<file path="src/rtl/load_store_unit.sv">
// load_store_unit: CPU byte/half/word loads and stores at any byte address onto a word-wide RAM port.
// Latency: resp_valid 2 cycles after the accept edge, 3 when the access straddles a word boundary.
// Backpressure: req_ready is low from accept through the response cycle; a held request waits for IDLE.
module load_store_unit #(
  parameter int ADDR_WIDTH = 14
) (
  input  logic                  clk,
  input  logic                  rst_n,
  input  logic                  req_valid,
  output logic                  req_ready,
  input  logic                  req_write,
  input  logic [1:0]            req_size,
  input  logic                  req_unsigned,
  input  logic [31:0]           req_addr,
  input  logic [31:0]           req_wdata,
  output logic                  resp_valid,
  output logic [31:0]           resp_rdata,
  output logic [ADDR_WIDTH-1:0] mem_addr,
  output logic [31:0]           mem_wdata,
  output logic [3:0]            mem_wenable,
  input  logic [31:0]           mem_rdata
);

  localparam int WORD_W = ADDR_WIDTH - 2;

  typedef enum logic [1:0] {
    IDLE = 2'd0,
    LO   = 2'd1,
    HI   = 2'd2,
    DONE = 2'd3
  } state_t;

  state_t state_q, state_d;

  // Latched request. size_q is normalised so 3 never appears (3 behaves as word).
  logic              write_q;
  logic              unsigned_q;
  logic [1:0]        size_q;
  logic [1:0]        off_q;
  logic [WORD_W-1:0] waddr_q;
  logic [31:0]       wdata_q;

  // Load capture. Only the low three bytes of the second word can ever reach
  // the result (offset is at most 3), so the top byte is not kept.
  logic [31:0]       lo_buf_q;
  logic [23:0]       hi_buf_q;

  logic              accept;
  logic [1:0]        size_norm;
  logic [31:0]       wdata_trim;

  logic [3:0]        size_mask;
  logic [2:0]        nbytes;
  logic [7:0]        lane_mask;
  logic [63:0]       lanes;
  logic              crosses;
  logic [WORD_W-1:0] waddr_next;
  logic [31:0]       raw;
  logic [31:0]       load_data;

  // Address bits above the RAM size are ignored.
  logic unused_addr_bits;
  assign unused_addr_bits = ^req_addr[31:ADDR_WIDTH];

  assign accept = (state_q == IDLE) && req_valid;

  // Normalise size and clear store bytes beyond the access width so that the
  // shifted lanes carry zero wherever the byte enable is low.
  always_comb begin
    size_norm  = (req_size == 2'd3) ? 2'd2 : req_size;
    wdata_trim = req_wdata;
    case (req_size)
      2'd0:    wdata_trim = {24'h0, req_wdata[7:0]};
      2'd1:    wdata_trim = {16'h0, req_wdata[15:0]};
      default: wdata_trim = req_wdata;
    endcase
  end

  // Byte-lane geometry of the latched request across the two candidate words.
  always_comb begin
    size_mask = 4'b1111;
    nbytes    = 3'd4;
    case (size_q)
      2'd0: begin
        size_mask = 4'b0001;
        nbytes    = 3'd1;
      end
      2'd1: begin
        size_mask = 4'b0011;
        nbytes    = 3'd2;
      end
      default: begin
        size_mask = 4'b1111;
        nbytes    = 3'd4;
      end
    endcase
    lane_mask  = {4'b0000, size_mask} << off_q;
    lanes      = {32'h0, wdata_q} << {off_q, 3'b000};
    crosses    = ({1'b0, off_q} + nbytes) > 3'd4;
    waddr_next = waddr_q + WORD_W'(1);
  end

  // Realign the captured words to the requested offset, then extend.
  always_comb begin
    raw = lo_buf_q;
    case (off_q)
      2'd0:    raw = lo_buf_q;
      2'd1:    raw = {hi_buf_q[7:0],  lo_buf_q[31:8]};
      2'd2:    raw = {hi_buf_q[15:0], lo_buf_q[31:16]};
      default: raw = {hi_buf_q[23:0], lo_buf_q[31:24]};
    endcase
    load_data = raw;
    case (size_q)
      2'd0:    load_data = {{24{~unsigned_q & raw[7]}},  raw[7:0]};
      2'd1:    load_data = {{16{~unsigned_q & raw[15]}}, raw[15:0]};
      default: load_data = raw;
    endcase
  end

  // State register.
  always_ff @(posedge clk or negedge rst_n) begin
    if (!rst_n) begin
      state_q <= IDLE;
    end else begin
      state_q <= state_d;
    end
  end

  // Request latch, loaded only on the accept edge.
  always_ff @(posedge clk or negedge rst_n) begin
    if (!rst_n) begin
      write_q    <= 1'b0;
      unsigned_q <= 1'b0;
      size_q     <= 2'd0;
      off_q      <= 2'd0;
      waddr_q    <= '0;
      wdata_q    <= 32'h0;
    end else if (accept) begin
      write_q    <= req_write;
      unsigned_q <= req_unsigned;
      size_q     <= size_norm;
      off_q      <= req_addr[1:0];
      waddr_q    <= req_addr[ADDR_WIDTH-1:2];
      wdata_q    <= wdata_trim;
    end
  end

  // Load beat capture; the second-word buffer is cleared at accept so a
  // single-beat load assembles with zeros above.
  always_ff @(posedge clk or negedge rst_n) begin
    if (!rst_n) begin
      lo_buf_q <= 32'h0;
      hi_buf_q <= 24'h0;
    end else if (accept) begin
      lo_buf_q <= 32'h0;
      hi_buf_q <= 24'h0;
    end else if (!write_q && (state_q == LO)) begin
      lo_buf_q <= mem_rdata;
    end else if (!write_q && (state_q == HI)) begin
      hi_buf_q <= mem_rdata[23:0];
    end
  end

  // Next state and all outputs, decoded from state and latched request only.
  always_comb begin
    state_d     = state_q;
    req_ready   = 1'b0;
    resp_valid  = 1'b0;
    resp_rdata  = 32'h0;
    mem_addr    = '0;
    mem_wdata   = 32'h0;
    mem_wenable = 4'b0000;
    case (state_q)
      IDLE: begin
        req_ready = 1'b1;
        if (req_valid) begin
          state_d = LO;
        end
      end
      LO: begin
        mem_addr = {waddr_q, 2'b00};
        if (write_q) begin
          mem_wenable = lane_mask[3:0];
          mem_wdata   = lanes[31:0];
        end
        state_d = crosses ? HI : DONE;
      end
      HI: begin
        mem_addr = {waddr_next, 2'b00};
        if (write_q) begin
          mem_wenable = lane_mask[7:4];
          mem_wdata   = lanes[63:32];
        end
        state_d = DONE;
      end
      DONE: begin
        resp_valid = 1'b1;
        resp_rdata = write_q ? 32'h0 : load_data;
        state_d    = IDLE;
      end
      default: state_d = IDLE;
    endcase
  end

endmodule
</file>
<file path="config.mk">
export PLATFORM = sky130hd
export DESIGN_NAME = load_store_unit
export DESIGN_NICKNAME = d
export VERILOG_FILES = /design/src/rtl/load_store_unit.sv
export SDC_FILE = /design/constraint.sdc
export NUM_CORES = 1
export LEC_CHECK = 0
export ABC_AREA = 1
export CAP_MARGIN = 15
export CORE_UTILIZATION = 48
export CTS_BUF_LIST = sky130_fd_sc_hd__clkbuf_8
export CTS_CLUSTER_DIAMETER = 40
export DETAILED_ROUTE_END_ITERATION = 6
export GPL_TIMING_DRIVEN = 0
export PLACE_DENSITY = 0.9
export SLEW_MARGIN = 20
export SYNTH_ARGS = -nofsm -noshare
export SYNTH_HDL_FRONTEND = slang
export SYNTH_SLANG_ARGS = --single-unit
</file>
<file path="constraint.sdc">
create_clock -name clk -period 2.5 [get_ports clk]
set_input_delay 0.5 -clock clk [delete_from_list [all_inputs] [get_ports clk]]
set_output_delay 0.5 -clock clk [all_outputs]
set_load 0.05 [all_outputs]
</file>
* Yosys cells after proc, flatten, opt, wreduce, memory -nomap -nowiden
Cells that the tools add are included.
** Word-level totals
- Register bits :: 108
- Input bits :: 103
- Output and inout bits :: 84
- Word-level logic and storage cells :: 63
** Cells by class
- Add/sub/neg operators :: 2
- Order comparisons :: 1
- Eq/ne operators :: 10
- Shifts and indexed selects :: 2
- Mux-type cells :: 25
- Bitwise operators :: 3
- Reduce and logical (&&, ||, !) cells :: 11
** Operators with widths (count)
- 2-to-1 mux 32 bit :: 6
- case mux 32 bit (2 select lines) :: 3
- case mux 32 bit (3 select lines) :: 1
- 2-to-1 mux 24 bit :: 3
- << shifter 32 x 5 -> 64 bit :: 1
- case mux 14 bit (2 select lines) :: 1
- case mux 4 bit (2 select lines) :: 2
- adder 12 x 1 -> 12 bit (second input constant) :: 1
- equality test 2 x 1 -> 1 bit (second input constant) :: 4
- equality test 2 bit (second input constant) :: 4
- logical NOT 2 bit :: 4
- 2-to-1 mux 4 bit :: 2
- case mux 2 bit (4 select lines) :: 1
- << shifter 4 x 2 -> 8 bit :: 1
- case mux 3 bit (2 select lines) :: 1
- 2-to-1 mux 2 bit :: 2
- != test 2 bit (second input constant) :: 2
- nonzero test 2 bit :: 2
- adder 2 x 3 -> 3 bit :: 1
- > comparator 3 bit (second input constant) :: 1
- logical AND 1 bit :: 3
- 2-to-1 mux 1 bit :: 3
- bitwise AND 1 bit :: 2
- AND reduction 2 bit :: 1
- other kinds (2) :: 2

* Longest topological paths before layout
Gate-level depths: netlist of the first run.
- Word-level depth :: 6
- Mapped depth :: 10
- Depth with buffers taken out :: 10

* Worst setup path after synthesis of the first run
Ideal clock, no wire load.
- Path type :: register to output
- Start :: register state_q[0]
- End :: output port mem_wdata[31]
- Data arrival time :: 2.432 ns
- Required time :: 2.000 ns
- Slack :: -0.432 ns
- Stages on the path, launching flop included :: 8
- Path buffers :: 1
- Cells stage by stage :: dfrtp_1 inv_1 ha_1 nand2_1 inv_1 nand2_1 buf_2 nor3_1
** Between the ends
- Longest elaborated chain between the ends :: 2
** Ends and longest elaborated chain
- start: declaration :: RTL line 33 : state_t state_q, state_d;
- start signal: assignment :: RTL line 125 : state_q <= state_d;
- equality test 2 bit or equality test 2 x 1 -> 1 bit (tied branches) :: RTL line 173 : case (state_q)
- case mux 32 bit (2 select lines) (*) :: RTL line 173
- end: declaration :: RTL line 19 : output logic [31:0] mem_wdata,
Every way passes the cells marked *; elsewhere a longest branch is shown, timed or not.

* Worst setup path in the final report of the first run
- Start :: register size_q[0]
- End :: output port resp_rdata[28]
** Between the ends
- Longest elaborated chain between the ends :: 4
** Ends and longest elaborated chain
- start: declaration :: RTL line 38 : logic [1:0] size_q;
- start signal: assignment :: RTL line 141 : size_q <= size_norm;
- equality test 2 x 1 -> 1 bit or logical NOT 2 bit (tied branches) :: RTL line 113 : case (size_q)
- case mux 32 bit (2 select lines) (*) :: RTL line 113
- 2-to-1 mux 32 bit (*) :: RTL line 198 : resp_rdata = write_q ? 32'h0 : load_data;
- 2-to-1 mux 32 bit (*) :: RTL line 173
- end: declaration :: RTL line 17 : output logic [31:0] resp_rdata,
Marks and branches as above.

==> results.md, run 1 <==
* Outcome: complete, but fails checks
* Violated checks: design-rule violations, negative setup slack
* # DRC at 49
* Achievable Freq at 0.359 GHz
* RePlAce Congestion at 0.996
* Hpwl dp at 18300 um
* Net Sw Power at 8.91 mW
* Area of the multi-input gates at 0.00433 mm2
* Vias in the first global route at 8028
* Core box area at 0.0140 mm2
* Final Hold Fails at 0
* RSZ-0062 raised after global routing: yes
* DRT iter0 DRCs at 1764
* First-pass GRT wire length at 41400 um
* Logic pwr share at 71.1%
* Reg area at 0.00271 mm2
* Worst-Margin Slew at 0.984 ns
* R2r worst-path depth at 8
* Ratio of cells with drive above 1 in the final layout at 31.2%
* Root buffer cell: clkbuf_8
* Leading cell type in the layout, fill and taps excluded: nand2_1
* R2R setup slack at 0.07 ns
* Cell row count at 43
* Data required, critical path at 2.00 ns
* Pre-CTS WS at -0.962 ns
* DR vias at 9393
* FF-to-FF End: hi_buf_q[4]
* #FFs+latches synth at 108
* Crit path cell chain: inv_2, nor2_1, inv_1, or2_2, nor2_4, nor2_4, buf_12, buf_12, nor2_4, buf_6
* Final WS setup at -0.288 ns
* Final WL at 33800 um
* Commonest non-fill, non-tap cells in the layout: nand2_1 (236), inv_1 (109), dfrtp_1 (105), o21ai_0 (103), clkdlybuf4s50_1 (83)
* Slowest CP cell: dfrtp_1
* CTS sink cnt at 108
* Die width at 122 um
* Clock network power share at 7.2%
* Critical Path Max Stage Delay at 0.39 ns
* Final setup viols at 78
* Maximum vdd ir drop at 0.000605 V
* Cell Pwr Density at 1480 mW/mm2
* Fin crit period at 2.79 ns
* Clk_lat worst skew at 0.43 ns
* Worst min path class: in2reg
* Crit. End Element: primary output
* Via/cell ratio at 6.64
* Sw Ratio at 56.3%
* Worst r2r src: state_q[1]
* Post-route setup TNS at -10.52 ns
* Most frequent CP cell: nor2_4
* Die height at 122 um
* Cell taking the most area after synthesis: dfrtp_1
* Tot Pwr at 15.8 mW
* Crit-path max FO at 5
* Number of top-level pins at 187
* CTS tree: done
* WL per Instance at 23.9 um
* Clk buf depth at 2
* Final period util at 112%
* Max-cap viol count at 0
* TritonCTS Buffers at 9
* Hold_sp: req_size[1]
* Antenna Nets Post-Route at 0
* Area Overhead vs Synth at 54.7%
* Largest net degree at the start of global routing at 82
* Fill cell count at 852
* Hold EP: wdata_q[19]
* Initial Util at 49.4%
* Main synth FF type: dfrtp_1
* Critical path buffer and inverter count at 5
* Cell count after placement at 1344
* Layout Cells excl Fill at 1414
* Synth Instances at 997
* WP data arrival at 2.29 ns
* Setup Skew at 0.0271 ns
* Number of synthesized flops with an enable pin at 0
* Post-Syn Area at 0.00691 mm2
* Yosys top cell area share at 39.1%
* Area contributors post-synth: dfrtp_1 (39%), nand2_1 (14%), o21ai_0 (11%), inv_1 (6.5%), nor2_1 (4.6%)
* Antenna violations before repair at 1
* Clock-pin slew on the worst setup and hold paths at 0.13 ns
* Nets at 1339
* Internal at 6.93 mW
* Aggregate global routing overflow at 0
* GRT Total Usage at 37.1%
* H-tree depth at 3
* Yosys synthesis warning count at 0
* Slew HR at 34.4%
* Startpoint types: flip-flop
* Syn Area/Cell at 6.93 um2
* Die Area at 0.0149 mm2
* I/O Buffers at 165
* Flop pwr share at 21.7%
* P_leak at 4.67 nW
* Count of final max-slew check failures at 0
* Sequential area share after synthesis at 39.1%
* Drt pass-1 iters at 7
* Asr flop ratio synth at 100%
* CP delay by family, top: simple AND/OR/NAND/NOR gates
* Hold Path Cell Cnt at 3
* Critical path type: reg2out
* Yosys cell types at 34
## worst register-to-register path: cells and delay by family, from the launching register on
kind                       cells  cell delay (ns)
buffers and inverters          4             0.99
and+or+nand+nor                2             0.40
adders and majority gates      1             0.19
DFF                            1             0.45
muxes                          1             0.30
## power groups by stage
stage	sequential, mW	clock [mW]	combinational [mW]
2_1_floorplan	3.04	0	5.27
3_3_place_gp	3.19	0	7.37
3_5_place_dp	3.23	0	7.56
4_1_cts	3.22	1.06	8.71
5_1_grt	3.47	1.17	11.6
6_report	3.43	1.14	11.3
## layout make-up
type	count	share of cell area [%]
buffer	64	4.84
sequential	108	25.3
tap	180	2.11
timing repair buffer	218	20.8
antenna	1	0.0234
multi-input combinational	704	40.5
inverter	123	4.73
clock buffer	10	1.29
clock inverter	6	0.456
## through the flow
step                hold WS (ns)  utilization, %  instance area [um2]
global route               0.525            76.5                10700
CTS                        0.506            69.4                 9710
detailed placement         0.386            64.1                 8970
floorplan                  0.204               -                 7060
finish                     0.483            76.5                10700
global placement           0.489            63.9                 8940
## worst max path at each step
stage / start / to / cells after the start
after detailed placement: state_q[0] / mem_wdata[23] / 6
after CTS: off_q[0] / resp_rdata[22] / 9
final: size_q[0] / resp_rdata[28] / 10
after global placement: rst_n / wdata_q[4] / 1
after floorplan: state_q[0] / mem_wdata[24] / 6
after global routing: off_q[1] / resp_rdata[6] / 8
## kinds of logic (layout without fill, tap and decap cells)
logic type | after synthesis | count (layout) | share of synthesized area (%)
AO/OA/AOI/OAI | 260 | 260 | 20.7
multiplexers | 19 | 19 | 3.09
adder cells (fa/ha/maj) | 8 | 8 | 1.56
buffers and inverters | 187 | 421 | 11.1
XOR/XNOR | 1 | 1 | 0.127
flip-flops | 108 | 108 | 39.1
AND/OR/NAND/NOR | 413 | 414 | 24.3
other | 1 | 3 | 0.0542
## synth_stat cells, types with 2 or more instances
cell / count
nand2_1: 260
o21ai_0: 149
inv_1: 119
dfrtp_1: 108
nor2_1: 84
a21oi_1: 51
nand3_1: 46
o211ai_1: 32
buf_2: 29
clkbuf_1: 22
mux2_2: 19
o22ai_1: 16
nor3_1: 11
a22oi_1: 8
ha_1: 7
buf_1: 6
buf_4: 6
inv_2: 4
nand2_2: 4
nand3b_1: 2
## layer usage
metal / vias up / GRT usage (%) / wire (um)
met5: - / 0 / 11
met4: 2 / 22.9 / 3240
met3: 374 / 8.57 / 5560
met2: 1098 / 57.2 / 14200
met1: 4216 / 47.2 / 10900
li1: 3703 / - / -
## sequential cells by signal, summed over array words and instances, names as in the netlist
signal and count:
waddr_q 12, write_q 1, size_q 2, hi_buf_q 24
off_q 2, state_q 2, lo_buf_q 32, unsigned_q 1
wdata_q 32
## repair_timing
action,in CTS,in global routing
resized for setup,664,224
endpoints found under the hold margin,27,0
buffers inserted,17,29
gates cloned,4,3
hold buffers,1,0
endpoints found under the setup margin,81,80
pin swaps,8,43
Power figures use the tool's default switching activity.
==> run 2: changes to the inputs <==
--- a/config.mk
+++ b/config.mk
@@ -7,6 +7,7 @@
 export LEC_CHECK = 0
 export ABC_AREA = 1
 export CAP_MARGIN = 15
+export CORE_ASPECT_RATIO = 1.1
 export CORE_UTILIZATION = 48
 export CTS_BUF_LIST = sky130_fd_sc_hd__clkbuf_8
 export CTS_CLUSTER_DIAMETER = 40
==> run 2 against run 1 <==
  * The run still ends with design-rule violations, negative setup slack left
  * Via count shrank 4.4%
  * Clock skew shrank 0.016 ns
  * Total power grew 0.36%
  * Wire length shrank 6.0%
  * Design area grew 1.6%
  * Register-to-register slack lost 0.04 ns
  * First-iteration DRC count shrank 30%
  * Global-route usage shrank 0.18 points
  * Die area is essentially flat
  * Largest power group unchanged
==> results.md, run 2 (synthesis results as in run 1) <==
* Outcome: complete, but fails checks
* Startpoint types: flip-flop
* Flop pwr share at 21.4%
* Hpwl dp at 18500 um
* Critical Path Max Stage Delay at 0.51 ns
* Via/cell ratio at 6.35
* Layout Cells excl Fill at 1415
* Data required, critical path at 2.00 ns
* WL per Instance at 22.5 um
* Clock network power share at 7.0%
* CP delay by family, top: compound AO/OA/AOI/OAI gates
* Slowest CP cell: dfrtp_2
* Crit-path max FO at 10
* Top Registers: lo_buf_q x32, wdata_q x32, hi_buf_q x24
* Net Sw Power at 8.69 mW
* Internal at 7.21 mW
* Util after Layout at 78.2%
* First-pass GRT wire length at 41500 um
* Final WL at 31800 um
* Worst-Margin Slew at 0.730 ns
* Cell count after placement at 1352
* Most frequent CP cell: buf_6
* Antenna Nets Post-Route at 0
* Cell row count at 45
* Drt pass-1 iters at 7
* Core box area at 0.0139 mm2
* Tot Pwr at 15.9 mW
* Crit. End Element: primary output
* Final Hold Fails at 0
* Clk_lat worst skew at 0.39 ns
* Largest net degree at the start of global routing at 66
* GRT Total Usage at 36.9%
* TritonCTS Buffers at 9
* WP data arrival at 2.37 ns
* Root buffer cell: clkbuf_8
* Nets at 1334
* H-tree depth at 3
* DRT iter0 DRCs at 1239
* Die Area at 0.0149 mm2
* RSZ-0062 raised after global routing: yes
* Count of final max-slew check failures at 0
* Antenna violations before repair at 0
* RePlAce Congestion at 0.965
* Violated checks: design-rule violations, negative setup slack
* Crit path cell chain: buf_6, buf_4, o21ai_1, a22oi_1, o22ai_4, buf_6
* Setup Skew at 0.0116 ns
* Vias in the first global route at 8091
* Area Overhead vs Synth at 57.2%
* Clk buf depth at 2
* Maximum vdd ir drop at 0.000886 V
* Final period util at 115%
* CTS tree: done
* Initial Util at 49.7%
* Critical path type: reg2out
* Die height at 128 um
* Final WS setup at -0.369 ns
* Cts-stage hold buffer count at 0
* Achievable Freq at 0.349 GHz
* Max-cap viol count at 0
* P_leak at 4.79 nW
* Fin crit period at 2.87 ns
* # DRC at 14
* Worst min path class: in2async
* Final setup viols at 74
* Slew HR at 51.3%
* Logic pwr share at 71.6%
* Hold WS at 0.109 ns
* Number of top-level pins at 187
* Commonest non-fill, non-tap cells in the layout: nand2_1 (222), inv_1 (113), dfrtp_1 (106), o21ai_0 (105), clkdlybuf4s50_1 (83)
* Leading cell type in the layout, fill and taps excluded: nand2_1
* Ratio of cells with drive above 1 in the final layout at 30.8%
* Sw Ratio at 54.6%
* CTS sink cnt at 108
* Diodes inserted at 0
* Die width at 116 um
* I/O Buffers at 165
* Aggregate global routing overflow at 0
* Critical path buffer and inverter count at 3
* Clock-pin slew on the worst setup and hold paths at 0.11 ns
* DR vias at 8979
* Cell Pwr Density at 1460 mW/mm2
[run 2: cell count changes in the layout (fill, tap and decap cells not counted), sizes merged]
cell / before / now
clkbuf: 32 / 38
bufinv: 0 / 1
clkinv: 4 / 3
nand2: 265 / 264
buf: 175 / 165
dlygate4sd3: 1 / 0
diode: 1 / 0
clkinvlp: 4 / 3
inv: 121 / 122
[run 2: per-layer routing]
layer  vias to the layer above  track usage, %  routed length, um
met5                         -               0                  0
met4                         0            22.4               2510
met3                       260            6.29               4070
met2                       904            59.1              14500
met1                      4119            46.4              10700
li1                       3696               -                  -
[run 2: power by group through the flow]
stage               Clock (mW)  Combinational [mW]  Sequential, mW
CTS                       1.07                8.69            3.23
global placement             0                7.41            3.21
detailed placement           0                7.57            3.24
floorplan                    0                5.27            3.04
finish                    1.12                11.4            3.40
global route              1.16                11.8            3.45
[run 2: final cells by class]
type	count	area, um2
clock buffers	9	124
inverters	123	497
flip-flops and latches	108	2710
repair buffers	214	2290
plain buffers	64	556
fillers	885	3040
well taps	188	235
multi-input cells	703	4410
clock inverters	6	58.8
[run 2: per-stage QoR]
step | cell area, um2 | setup TNS, ns | setup WS (ns)
2_1_floorplan | 7060 | -2.14 | -0.255
3_3_place_gp | 8950 | -388.28 | -3.22
3_5_place_dp | 8980 | -43.32 | -0.962
4_1_cts | 9730 | -1.29 | -0.0847
5_1_grt | 10900 | -12.82 | -0.313
6_report | 10900 | -9.87 | -0.369
[run 2: path summary, 6_finish.rpt]
kind                                      end         start  slack [ns]  cells after the start
worst min-delay path             hi_buf_q[10]         rst_n        0.11                      1
min in group clk                 hi_buf_q[20]  hi_buf_q[20]        0.54                      1
worst min register to register   hi_buf_q[20]  hi_buf_q[20]        0.54                      1
max in group asynchronous            off_q[1]         rst_n        1.71                      2
worst max register to register       off_q[1]    state_q[0]        0.03                      7
worst max-delay path            mem_wdata[22]      off_q[0]       -0.37                      6
[run 2: timing repair]
action	4_1_cts	5_1_grt
resized for setup	664	245
pin swaps	23	46
endpoints found under the setup margin	81	81
endpoints found under the hold margin	0	0
cloned	2	7
buffers inserted	17	22
[run 2: worst reg2reg max path, stage by stage (launching register included)]
cell	delay, ns
dfrtp_1	0.44
inv_2	0.15
ha_4	0.19
nand2_1	0.26
inv_1	0.18
buf_2	0.27
clkbuf_1	0.53
o21ai_0	0.28
==> run 3: changes to the inputs <==
--- a/config.mk
+++ b/config.mk
@@ -5,7 +5,6 @@
 export SDC_FILE = /design/constraint.sdc
 export NUM_CORES = 1
 export LEC_CHECK = 0
-export ABC_AREA = 1
 export CAP_MARGIN = 15
 export CORE_ASPECT_RATIO = 1.1
 export CORE_UTILIZATION = 48
==> constraint.sdc (replaced) <==
create_clock -name clk -period 3.6 [get_ports clk]
set_input_delay 0.72 -clock clk [delete_from_list [all_inputs] [get_ports clk]]
set_output_delay 0.72 -clock clk [all_outputs]
set_load 0.05 [all_outputs]
==> run 3 against run 2 <==
  * Sequential share of layout area rose by 5.7 points
  * Clock power fell by 35%
  * Non-clock buffer count fell by 41
  * Global-route usage fell by 1.9 points
  * Critical endpoint is now resp_rdata[1]
  * Wire length fell by 22%
  * Largest cell class unchanged
  * The run now ends clean
  * Final cell count fell by 13%
  * Clock skew rose by 0.00080 ns
  * Combinational power fell by 56%
  * Sequential cell count did not move
  * Via count fell by 18%
==> results.md, run 3 <==
* Data required, critical path at 2.88 ns
* R2R setup slack at 1.19 ns
* Pre-CTS WS at 0.0101 ns
* Util after Layout at 63.8%
* Initial Util at 49.2%
* Via/cell ratio at 5.99
* Nets at 1153
* Sw Ratio at 54.4%
* Main synth FF type: dfrtp_1
* Sequential area share after synthesis at 39.6%
* Drt pass-1 iters at 7
* Leading cell type in the layout, fill and taps excluded: nand2_1
* Antenna violations before repair at 0
* Count of final max-slew check failures at 0
* RePlAce Congestion at 0.970
* Post-route setup TNS at 0 ns
* Worst min path class: in2async
* Worst-Margin Slew at 0.715 ns
* Synth cell count leaders: nand2_1 (250), dfrtp_1 (108), a21oi_1 (70), o21ai_0 (64), nor2_1 (62)
* Final period util at 98.3%
* Core box area at 0.0139 mm2
* Hold WS at 0.218 ns
* Cell Pwr Density at 914 mW/mm2
* Cell row count at 45
* Commonest non-fill, non-tap cells in the layout: nand2_1 (250), dfrtp_1 (108), clkdlybuf4s50_1 (86), a21oi_1 (70), o21ai_0 (64)
* Slew HR at 52.4%
* # DRC at 0
* Hpwl dp at 18000 um
* Asr flop ratio synth at 100%
* P_leak at 4.20 nW
* DRT iter0 DRCs at 911
* Final WL at 24800 um
* Vias in the first global route at 7004
* Area contributors post-synth: dfrtp_1 (40%), nand2_1 (14%), mux2i_1 (7.5%), a21oi_1 (5.1%), o21ai_0 (4.7%)
* CTS sink cnt at 108
* Fill cell count at 1247
* Yosys synthesis warning count at 0
* # Post-CTS Setup Buffers at 0
* Diodes inserted at 0
* I/O Buffers at 165
* RSZ-0062 raised after global routing: no
* Flop pwr share at 29.0%
* Max-cap viol count at 0
* Crit-path max FO at 10
* Clk buf depth at 2
* CP startpoint: off_q[0]
* Achievable Freq at 0.282 GHz
* Net Sw Power at 4.40 mW
* GRT Total Usage at 35.0%
* Syn Area/Cell at 7.89 um2
* Final WS setup at 0.0597 ns
* R2r worst-path depth at 8
* Maximum vdd ir drop at 0.000403 V
* WP data arrival at 2.82 ns
* First-pass GRT wire length at 38500 um
* Fin crit period at 3.54 ns
* Final Hold Fails at 0
* Outcome: complete, no violations
* Largest net degree at the start of global routing at 66
* TritonCTS Buffers at 9
* Die height at 127 um
* WL per Instance at 20.1 um
* DR vias at 7393
* Area of the multi-input gates at 0.00376 mm2
* Top Registers: lo_buf_q x32, wdata_q x32, hi_buf_q x24
* Layout Cells excl Fill at 1235
* Clock network power share at 9.1%
* Reg area at 0.00270 mm2
* Internal at 3.68 mW
* FF-to-FF End: lo_buf_q[7]
* #FFs+latches synth at 108
* Root buffer cell: clkbuf_8
* Cell taking the most area after synthesis: dfrtp_1
* H-tree depth at 3
* Cell count after placement at 1219
* CTS tree: done
* Die Area at 0.0147 mm2
* Count leader, synth: nand2_1
* Critical path type: reg2out
* Logic pwr share at 62.0%
* Synth Instances at 864
* Setup Skew at 0.0124 ns
* Post-Syn Area at 0.00682 mm2
* Yosys top cell area share at 39.6%
* Startpoint types: flip-flop
* Die width at 116 um
* Number of synthesized flops with an enable pin at 0
* Clock-pin slew on the worst setup and hold paths at 0.12 ns
* Antenna Nets Post-Route at 0
* Aggregate global routing overflow at 0
* Area Overhead vs Synth at 29.6%
* Clk_lat worst skew at 0.41 ns
* Final setup viols at 0
* Yosys cell types at 48
* Worst r2r src: state_q[1]
* Ratio of cells with drive above 1 in the final layout at 10.6%
* Crit. End Element: primary output
* Number of top-level pins at 187
==> run 3: cell types whose count changed in the layout (fill, tap and decap cells not counted), sizes merged, moves of 23 or more <==
cell,change
dlygate4sd2,+43
nor2,-23
o21ai,-85
a21oi,+27
inv,-109
mux2i,+51
o211ai,-32
clkbuf,+34
buf,-136
==> run 3: layout make-up <==
class,count,area share (%)
plain buffers,71,3.93
well taps,188,2.66
repair buffers,166,17.6
clock inverters,7,0.694
inverters,13,0.552
clock buffers,9,1.40
flip-flops and latches,108,30.6
multi-input cells,673,42.6
==> run 3: stage by stage <==
stage          cell area (um2)  power [mW]
3_5_place_dp              8740        7.29
3_3_place_gp              8710        7.15
5_1_grt                   8840        8.55
6_report                  8840        8.08
2_1_floorplan             6820        5.64
4_1_cts                   8870        7.93
==> run 3: what timing repair did <==
action                     4_1_cts  5_1_grt
pin swaps                        0        0
setup endpoints to repair       72       39
hold endpoints to repair         0        0
gates resized for setup        103       73
hold buffers                     0        0
==> run 3: cells by family after synthesis <==
logic type	share of synthesized area, %
adders and majority gates	1.58
muxes	10.5
xor gates and xnor gates	0.257
AOI/OAI and AO/OA	18.5
and+or+nand+nor	23.8
other	0.0550
buffers and inverters	5.71
DFF	39.6
==> run 3: routing by layer <==
| metal | vias to the layer above | routed length (um) | global-route usage, % | part of all wire, % |
|---|---|---|---|---|
| li1 | 3297 | - | - | - |
| met1 | 3433 | 9720 | 46.6 | 39 |
| met2 | 550 | 11200 | 54.2 | 45 |
| met3 | 113 | 2390 | 5.03 | 9.6 |
| met4 | 0 | 1450 | 20.7 | 5.8 |
| met5 | - | 0 | 0 | 0 |
==> run 3: worst max-delay path, cell delays in order (launching register included) <==
cell and delay, ns:
dfrtp_1 0.48, buf_4 0.27, buf_2 0.30, buf_2 0.30, a211oi_1 0.07, a211oi_1 0.40
dlygate4sd2_1 0.58
==> run 3: how the worst max path moves through the flow <==
stage / end / cells past startpoint
after floorplan: resp_rdata[6] / 5
after global placement: waddr_q[7] / 1
after detailed placement: mem_wdata[30] / 7
after CTS: mem_wdata[30] / 7
after global routing: mem_wdata[16] / 7
final: resp_rdata[1] / 6
==> run 3: power by group through the flow <==
stage | logic [mW] | clock network [mW] | registers (mW)
CTS | 4.89 | 0.732 | 2.31
detailed placement | 4.95 | 0 | 2.33
finish | 5.01 | 0.732 | 2.34
global placement | 4.84 | 0 | 2.31
floorplan | 3.51 | 0 | 2.13
global route | 5.37 | 0.782 | 2.39
